--- src/rtl/divider_pkg.sv ---
// Shared types and cell functions for the sequential restoring divider.
// Cells return {bout, diff}.
package divider_pkg;

    typedef enum logic [1:0] {IDLE, RUN, DONE} state_e;

    function automatic int q_width(input int n_w, input int d_w);
        return n_w - d_w;
    endfunction

    function automatic logic [1:0] sub_cell_exact(input logic x, input logic y, input logic bin);
        return {(~x & y) | (~(x ^ y) & bin), x ^ y ^ bin};
    endfunction

    // Approx cell 243_207: borrow-in is ignored, so the row has no ripple chain.
    function automatic logic [1:0] sub_cell_approx(input logic x, input logic y);
        return {~x | y, x | ~y};
    endfunction

endpackage

--- src/rtl/div_row.sv ---
// One combinational restoring-division row: shift in a dividend bit,
// trial-subtract the divisor, keep the difference if it did not borrow.
module div_row
    import divider_pkg::*;
#(
    parameter int D_WIDTH = 8
) (
    input  logic               approx_i,
    input  logic [D_WIDTH-1:0] rem_i,
    input  logic               n_bit_i,
    input  logic [D_WIDTH-1:0] d_i,
    output logic               q_bit_o,
    output logic [D_WIDTH-1:0] rem_o
);

    logic [D_WIDTH:0]   w;
    logic [D_WIDTH:0]   borrow;
    logic [D_WIDTH-1:0] diff;

    assign w         = {rem_i, n_bit_i};
    assign borrow[0] = 1'b0;

    for (genvar k = 0; k < D_WIDTH; k++) begin : g_cell
        logic [1:0] ex, ap;
        assign ex            = sub_cell_exact(w[k], d_i[k], borrow[k]);
        assign ap            = sub_cell_approx(w[k], d_i[k]);
        assign diff[k]       = approx_i ? ap[0] : ex[0];
        assign borrow[k+1]   = approx_i ? ap[1] : ex[1];
    end

    // The shifted-out MSB means w already exceeds any D_WIDTH-bit divisor.
    assign q_bit_o = w[D_WIDTH] | ~borrow[D_WIDTH];
    assign rem_o   = q_bit_o ? diff : w[D_WIDTH-1:0];

endmodule

--- src/rtl/seq_approx_array_divider.sv ---
// Multi-cycle restoring divider, ROWS_PER_CYCLE chained rows per clock, MSB first;
// the lowest APPROX_ROWS rows may use the approximate subtractor cell.
module seq_approx_array_divider
    import divider_pkg::*;
#(
    parameter int  N_WIDTH        = 16,
    parameter int  D_WIDTH        = 8,
    parameter int  APPROX_ROWS    = 6,
    parameter int  ROWS_PER_CYCLE = 1,
    localparam int Q_WIDTH        = q_width(N_WIDTH, D_WIDTH)
) (
    input  logic               clk,
    input  logic               rst_n,
    input  logic               start_i,
    input  logic               approx_en_i,
    input  logic [N_WIDTH-1:0] n_i,
    input  logic [D_WIDTH-1:0] d_i,
    output logic               busy_o,
    output logic               done_o,
    output logic [Q_WIDTH-1:0] q_o,
    output logic [D_WIDTH-1:0] r_o,
    output logic               ovf_o
);

    localparam int ROW_W = (Q_WIDTH > 1) ? $clog2(Q_WIDTH) : 1;

    state_e             state_q, state_d;
    logic [Q_WIDTH-1:0] n_lo_q, n_lo_d;
    logic [D_WIDTH-1:0] d_q, d_d;
    logic               approx_q, approx_d;
    logic [D_WIDTH-1:0] rem_q, rem_d;
    logic [ROW_W-1:0]   row_q, row_d;
    logic [Q_WIDTH-1:0] qacc_q, qacc_d;
    logic               ovf_pend_q, ovf_pend_d;
    logic               busy_q, busy_d;
    logic               done_q, done_d;
    logic [Q_WIDTH-1:0] q_q, q_d;
    logic [D_WIDTH-1:0] r_q, r_d;
    logic               ovf_q, ovf_d;

    logic [ROWS_PER_CYCLE:0][D_WIDTH-1:0] rem_chain;
    logic [ROWS_PER_CYCLE-1:0][ROW_W-1:0] row_idx;
    logic [ROWS_PER_CYCLE-1:0]            q_bits;

    assign rem_chain[0] = rem_q;

    // Row j of this cycle handles quotient bit row_q - j, so rows stay strictly ordered.
    for (genvar j = 0; j < ROWS_PER_CYCLE; j++) begin : g_row
        assign row_idx[j] = row_q - ROW_W'(j);
        div_row #(.D_WIDTH(D_WIDTH)) u_row (
            .approx_i (approx_q && (int'(row_idx[j]) < APPROX_ROWS)),
            .rem_i    (rem_chain[j]),
            .n_bit_i  (n_lo_q[row_idx[j]]),
            .d_i      (d_q),
            .q_bit_o  (q_bits[j]),
            .rem_o    (rem_chain[j+1])
        );
    end

    always_comb begin
        state_d    = state_q;
        n_lo_d     = n_lo_q;
        d_d        = d_q;
        approx_d   = approx_q;
        rem_d      = rem_q;
        row_d      = row_q;
        qacc_d     = qacc_q;
        ovf_pend_d = ovf_pend_q;
        busy_d     = busy_q;
        done_d     = 1'b0;
        q_d        = q_q;
        r_d        = r_q;
        ovf_d      = ovf_q;
        case (state_q)
            IDLE: if (start_i) begin
                state_d    = RUN;
                n_lo_d     = n_i[Q_WIDTH-1:0];
                d_d        = d_i;
                approx_d   = approx_en_i;
                rem_d      = n_i[N_WIDTH-1:Q_WIDTH];
                row_d      = ROW_W'(Q_WIDTH - 1);
                qacc_d     = '0;
                ovf_pend_d = (n_i[N_WIDTH-1:Q_WIDTH] >= d_i);
                busy_d     = 1'b1;
            end
            RUN: begin
                rem_d = rem_chain[ROWS_PER_CYCLE];
                for (int j = 0; j < ROWS_PER_CYCLE; j++) qacc_d[row_idx[j]] = q_bits[j];
                if (row_q == ROW_W'(ROWS_PER_CYCLE - 1)) begin
                    state_d = DONE;
                    busy_d  = 1'b0;
                end else begin
                    row_d = row_q - ROW_W'(ROWS_PER_CYCLE);
                end
            end
            DONE: begin
                state_d = IDLE;
                done_d  = 1'b1;
                q_d     = qacc_q;
                r_d     = rem_q;
                ovf_d   = ovf_pend_q;
            end
            default: state_d = IDLE;
        endcase
    end

    always_ff @(posedge clk or negedge rst_n) begin
        if (!rst_n) begin
            state_q    <= IDLE;
            n_lo_q     <= '0;
            d_q        <= '0;
            approx_q   <= 1'b0;
            rem_q      <= '0;
            row_q      <= '0;
            qacc_q     <= '0;
            ovf_pend_q <= 1'b0;
            busy_q     <= 1'b0;
            done_q     <= 1'b0;
            q_q        <= '0;
            r_q        <= '0;
            ovf_q      <= 1'b0;
        end else begin
            state_q    <= state_d;
            n_lo_q     <= n_lo_d;
            d_q        <= d_d;
            approx_q   <= approx_d;
            rem_q      <= rem_d;
            row_q      <= row_d;
            qacc_q     <= qacc_d;
            ovf_pend_q <= ovf_pend_d;
            busy_q     <= busy_d;
            done_q     <= done_d;
            q_q        <= q_d;
            r_q        <= r_d;
            ovf_q      <= ovf_d;
        end
    end

    assign busy_o = busy_q;
    assign done_o = done_q;
    assign q_o    = q_q;
    assign r_o    = r_q;
    assign ovf_o  = ovf_q;

endmodule

--- config.mk ---
export PLATFORM = sky130hd
export DESIGN_NAME = seq_approx_array_divider
export DESIGN_NICKNAME = d
export VERILOG_FILES = /design/src/rtl/divider_pkg.sv /design/src/rtl/div_row.sv /design/src/rtl/seq_approx_array_divider.sv
export SDC_FILE = /design/constraint.sdc
export NUM_CORES = 1
export LEC_CHECK = 0
export CORE_MARGIN = 2
export CORE_UTILIZATION = 50
export DETAILED_ROUTE_END_ITERATION = 8
export GPL_ROUTABILITY_DRIVEN = 0
export PLACE_DENSITY = 0.73
export REMOVE_ABC_BUFFERS = 1
export SLEW_MARGIN = 20
export SYNTH_ARGS = -nofsm -noshare
export SYNTH_HDL_FRONTEND = slang
export SYNTH_HIERARCHICAL = 1
export SYNTH_SLANG_ARGS = --single-unit
export TNS_END_PERCENT = 100
--- constraint.sdc ---
create_clock -name clk -period 7.3 [get_ports clk]
set_input_delay 1.095 -clock clk [delete_from_list [all_inputs] [get_ports clk]]
set_output_delay 1.095 -clock clk [all_outputs]
set_load 0.01 [all_outputs]
==> impl_metrics.ini, run 1 <==
[outcome]
status = finished, final reports clean

[cts]
cts-root-buf = clkbuf_8
clk_path_buf_depth = 2
clkSlewWorstSetupHoldPaths_ns = 0.07
post-cts-setup-buffer-count = 0
hold_buffers = 0
clock_latency_ns = 0.33
cts_tree = done
cts_made_buffers = 9
cts_resized = 0
clock-sinks = 58
cts.htree.levels = 3

[worst_hold_path]
hp-start = n_lo_q[6]$_DFFE_PN0P_
holdPathStages = 2
min_to = n_lo_q[6]$_DFFE_PN0P_
hold_path_class = register to register

[setup_path]
critPathMaxFanout = 24
r2r_setup_slack_ns = 0.86
worst_setup_path_end_kind = register
cp-start-kind = register
regToRegEndpoint = qacc_q[6]$_DFFE_PN0P_
worstPathRequired_ns = 7.52
path_buf_inv = 2
reg2reg_from = row_q[2]$_DFFE_PN0P_
cpPeakStageDelay_ns = 0.67
crit_slowest_cell = and2_1
path_class = register to register
crit_family = adder cells
reg2reg_depth = 27
cp.arrival_ns = 6.67

[timing]
clock_skew_ns = 0.008176
setup_viol = 0
fin_crit_sh_pct = 88.27
finalCriticalPeriod_ns = 6.444
max_freq_mhz = 155.2
rsz0062_at_grt = false
tightest_slew_ns = 0.9778
worst_slack_ns = 0.8561
final_max_slew_viol_count = 0
setup_tns_ns = 0
slew_headroom_pct = 34.82
finalHoldViolations = 0

[logic_synthesis]
synth_most_common_cell = nand2_1
netlist_area_um2 = 3263
synth_edf_count = 0
yosysTopAreaCellShare_pct = 44.48
yosysWarnings = 6
async_flop_share_pct = 100.0
ys_seq_area_share_pct = 44.48
synth_commonest_cells = nand2_1 (62), dfrtp_1 (58), inv_1 (29)
yosysTopAreaCell = dfrtp_1
synthCells = 312
avgSynthCellArea_um2 = 10.46
synth_flop_cell = dfrtp_1
yosysUniqueCellTypes = 39
synth_area_leaders = dfrtp_1 (44%), ha_1 (10%), mux2_2 (8.6%)
synth-seq-cells = 58

[global_routing]
grt_overflow_total = 0
antenna_found_initial = 0
grt_pass1_vias = 2399
grt_max_degree = 59
grt_pass1_wl_um = 11420
track_usage_pct = 19.89

[finish]
fillers = 545
final_util_pct = 62.84
areaGrowthSynthToFinish_pct = 21.59
fin_nets = 420
layout-drive-gt1-share_pct = 14.56
antenna_cells = 0

[floorplanning]
io_pins = 47
die_area_um2 = 7189
fp.dieW_um = 84.79
start_util_pct = 51.68
row_count = 29
core_um2 = 6314
die_h_um = 84.79

[pwr]
peakVddDrop_v = 0.0002535
power_density_nw_per_um2 = 459.0
power_mw = 1.821
p_leak_nw = 1.931

[route]
drt_iter0_markers = 102
finalWirelength_um = 6404
wl_per_cell_um = 14.52
dr.pass1.iters = 4
drt.antenna.violating_nets = 0
num_vias = 2326
remaining_drc_errors = 0
vias_per_cell = 5.274

[place]
pre_cts_ws_ns = 0.7243
io_buffers = 46
dp_hpwl_um = 4490

[run]
maxCapViolations = 0
[worst max-delay path by stage]
| stage | startpoint | end | slack, ns | cells after the start |
|---|---|---|---|---|
| 6_report | row_q[2]$_DFFE_PN0P_ | qacc_q[6]$_DFFE_PN0P_ | 0.86 | 27 |
| 5_1_grt | row_q[2]$_DFFE_PN0P_ | qacc_q[6]$_DFFE_PN0P_ | 0.21 | 27 |
| 4_1_cts | row_q[2]$_DFFE_PN0P_ | qacc_q[6]$_DFFE_PN0P_ | 0.68 | 27 |
| 3_5_place_dp | row_q[2]$_DFFE_PN0P_ | qacc_q[6]$_DFFE_PN0P_ | 0.72 | 27 |
| 3_3_place_gp | row_q[2]$_DFFE_PN0P_ | qacc_q[6]$_DFFE_PN0P_ | 0.89 | 27 |
| 2_1_floorplan | row_q[2]$_DFFE_PN0P_ | qacc_q[6]$_DFFE_PN0P_ | 1.40 | 27 |
[through the flow]
stage	hold WS (ns)	cell area, um^2	instances
after CTS	0.4788	3964	441
after global placement	0.4557	3759	425
after global routing	0.5067	3968	441
after detailed placement	0.4615	3759	425
final	0.4718	3968	441
after floorplan	0.4373	3179	299
[area by class of cell]
cell class                 count  area [um^2]  share of cell area [%]
inverter                      31        118.9                   2.996
timing repair buffer          49        478.0                   12.05
multi-input combinational    210         1618                   40.78
clock buffer                  12        155.1                   3.910
sequential                    58         1451                   36.58
clock inverter                 4        50.05                   1.261
tap                           77        96.34                   2.428
[tightest hold or removal path, cell delays in order (launching register included)]
cell     delay (ns)
dfrtp_1        0.33
nand2_1        0.05
nand2_1        0.06
[flip-flops by register name, indices dropped and copies added (netlist names), 2 cells and up]
register / flops
rem_q: 8
r_o: 8
n_lo_q: 8
q_o: 8
state_q: 2
qacc_q: 8
d_q: 8
row_q: 3
[kinds of logic (layout without fill, tap and decap cells)]
family          after synthesis  after routing  share of synthesized area, %
flops                        58             58                         44.48
compound gates               44             44                         8.934
mux                          37             37                         13.31
simple gates                 96             96                         12.81
fa+ha+maj                    33             33                         14.26
buf+inv                      44             96                         6.211
[placed cells by master (no fill, tap or decap), types with 3 or more instances in the layout]
| cell type | count |
|---|---|
| nor2_1 | 15 |
| mux2i_1 | 10 |
| ha_1 | 26 |
| clkdlybuf4s50_1 | 45 |
| clkbuf_8 | 11 |
| o41ai_1 | 3 |
| a22oi_1 | 8 |
| mux2_2 | 25 |
| dfrtp_1 | 58 |
| nand3_1 | 3 |
| a21oi_1 | 8 |
| fa_1 | 7 |
| o21ai_0 | 11 |
| inv_1 | 29 |
| buf_4 | 3 |
| nand2b_1 | 4 |
| nand2_1 | 62 |
[report_power, final]
part | leakage (nW) | switching (mW) | total, mW | internal (mW)
clock network | 0.0986 | 0.124 | 0.300 | 0.176
logic | 1.11 | 0.454 | 0.915 | 0.461
registers | 0.723 | 0.131 | 0.605 | 0.474
total | 1.93 | 0.710 | 1.82 | 1.11
[layer usage]
metal	wire [um]	up-vias	track usage (%)
li1	-	1144	-
met1	3000	1114	27.35
met2	3005	57	31.42
met3	267	11	3.147
met4	129	0	8.514
met5	0	-	0
Power figures use the tool's default switching activity.
==> run 2: changes to the inputs <==
Settings changed: DONT_BUFFER_PORTS set to 1, PLACE_DENSITY 0.73 to 0.64.
==> run 2 against run 1 <==
  * Register-to-register slack better by 0.41 ns
  * Sequential share of layout area up 5.0 points
  * Fmax up 6.8%
  * Hold slack worse by 0.026 ns
  * Clock power down 5%
  * Clock-buffer cell count unchanged
  * First-iteration DRC count down 21%
  * Final cell count down 11%
==> impl_metrics.ini, run 2 (same netlist as run 1, synthesis figures left out) <==
[outcome]
status = finished, final reports clean

[pwr]
peakVddDrop_v = 0.0002294
power_density_nw_per_um2 = 487.7
power_mw = 1.701
p_leak_nw = 1.752

[route]
vias_per_cell = 5.491
drt.antenna.violating_nets = 0
top_layer = met4
wl_per_cell_um = 15.71
drt_iter0_markers = 81
num_vias = 2158
wl_met1_um = 2937
wl_met3_um = 316
remaining_drc_errors = 0
route.met2.wl_um = 2785
dr.pass1.iters = 4
finalWirelength_um = 6174

[finish]
fin_nets = 373
final_common_cell = nand2_1
layout-drive-gt1-share_pct = 15.82
final_cell_mix = nand2_1 (61), dfrtp_1 (58), inv_1 (29)
antenna_cells = 0
areaGrowthSynthToFinish_pct = 6.863

[floorplanning]
row_count = 29
start_util_pct = 51.68
die_area_um2 = 7189
fp.dieW_um = 84.79
core_um2 = 6314
io_pins = 47
die_h_um = 84.79

[timing]
setup_tns_ns = 0
tightest_slew_ns = 0.8597
timing.hold.ws_ns = 0.4458
max_freq_mhz = 165.7
slew_headroom_pct = 42.69
clock_skew_ns = 0.006328
setup_viol = 0
final_max_slew_viol_count = 0
rsz0062_at_grt = false
worst_slack_ns = 1.265
finalHoldViolations = 0
fin_crit_sh_pct = 82.67
finalCriticalPeriod_ns = 6.035

[global_routing]
grt_overflow_total = 0
grt_pass1_vias = 2147
track_usage_pct = 19.36
grt_max_degree = 59
antenna_found_initial = 0
grt_pass1_wl_um = 10720

[setup_path]
path_class = register to register
worstPathRequired_ns = 7.54
cpPeakStageDelay_ns = 0.52
reg2reg_from = row_q[1]$_DFFE_PN0P_
crit_slowest_cell = dfrtp_1
cp-start-kind = register
critPathMaxFanout = 9
cp.arrival_ns = 6.27
crit_path_start = row_q[1]$_DFFE_PN0P_
worst_setup_path_end_kind = register

[run]
maxCapViolations = 0

[cts]
clk_path_buf_depth = 2
cts_resized = 0
clock_latency_ns = 0.34
hold_buffers = 0
cts-root-buf = clkbuf_8
clkSlewWorstSetupHoldPaths_ns = 0.06
cts.htree.levels = 3
post-cts-setup-buffer-count = 0
cts_tree = done
cts_made_buffers = 9
clock-sinks = 58

[place]
io_buffers = 0
dp_hpwl_um = 4319
pre_cts_ws_ns = 1.096

[worst_hold_path]
hold_path_class = input port to asynchronous set/reset pin
==> run 2: cell count changes in the layout (fill, tap and decap cells not counted) <==
cell	change
clkbuf_1	+1
buf_2	-1
clkbuf_8	-1
clkinvlp_4	-2
clkinv_2	+1
clkdlybuf4s50_1	-45
nand2_2	+1
buf_4	-1
nand2_1	-1
==> run 2: path summary, 6_finish.rpt <==
path / cells after the start / to / slack [ns]
worst max-delay path: 31 / qacc_q[6]$_DFFE_PN0P_ / 1.27
worst min-delay path: 0 / r_o[1]$_DFFE_PN0P_ / 0.45
worst max register to register: 31 / qacc_q[6]$_DFFE_PN0P_ / 1.27
worst min register to register: 2 / n_lo_q[3]$_DFFE_PN0P_ / 0.47
max in group asynchronous: 0 / rem_q[5]$_DFFE_PN0P_ / 6.73
min in group clk: 2 / n_lo_q[3]$_DFFE_PN0P_ / 0.47
==> run 2: per-stage QoR <==
step	cells	cell area [um^2]	util, %
3_5_place_dp	378	3296	52.20
4_1_cts	393	3481	55.13
5_1_grt	393	3487	55.23
3_3_place_gp	378	3296	52.20
2_1_floorplan	299	3179	-
6_report	393	3487	55.23
==> run 2: per-layer routing <==
layer  track usage [%]  vias to the layer above
li1                  -                     1046
met1             26.23                     1049
met2             28.49                       51
met3             5.998                       12
met4             9.091                        0
met5                 0                        -
==> run 2: final cells by class <==
cell class | instances | area, um^2
Timing Repair Buffer | 2 | 15.01
Tap cell | 77 | 96.34
Fill cell | 564 | 2826
Inverter | 31 | 118.9
Multi-Input combinational cell | 210 | 1620
Clock buffer | 12 | 145.1
Clock inverter | 3 | 40.04
Sequential cell | 58 | 1451
==> run 2: power by group <==
part	switching (mW)	total [mW]	internal (mW)	leakage [nW]
sequential	0.158	0.632	0.475	0.723
clock	0.122	0.286	0.164	0.0962
combinational	0.407	0.782	0.375	0.932
==> run 2: worst max-delay path: cells and delay by family (launching register included) <==
| kind | cells | cell delay (ns) |
|---|---|---|
| compound gates | 9 | 0.98 |
| fa+ha+maj | 8 | 2.79 |
| buf+inv | 3 | 0.25 |
| flops | 1 | 0.52 |
| mux | 1 | 0.40 |
| simple gates | 10 | 1.00 |
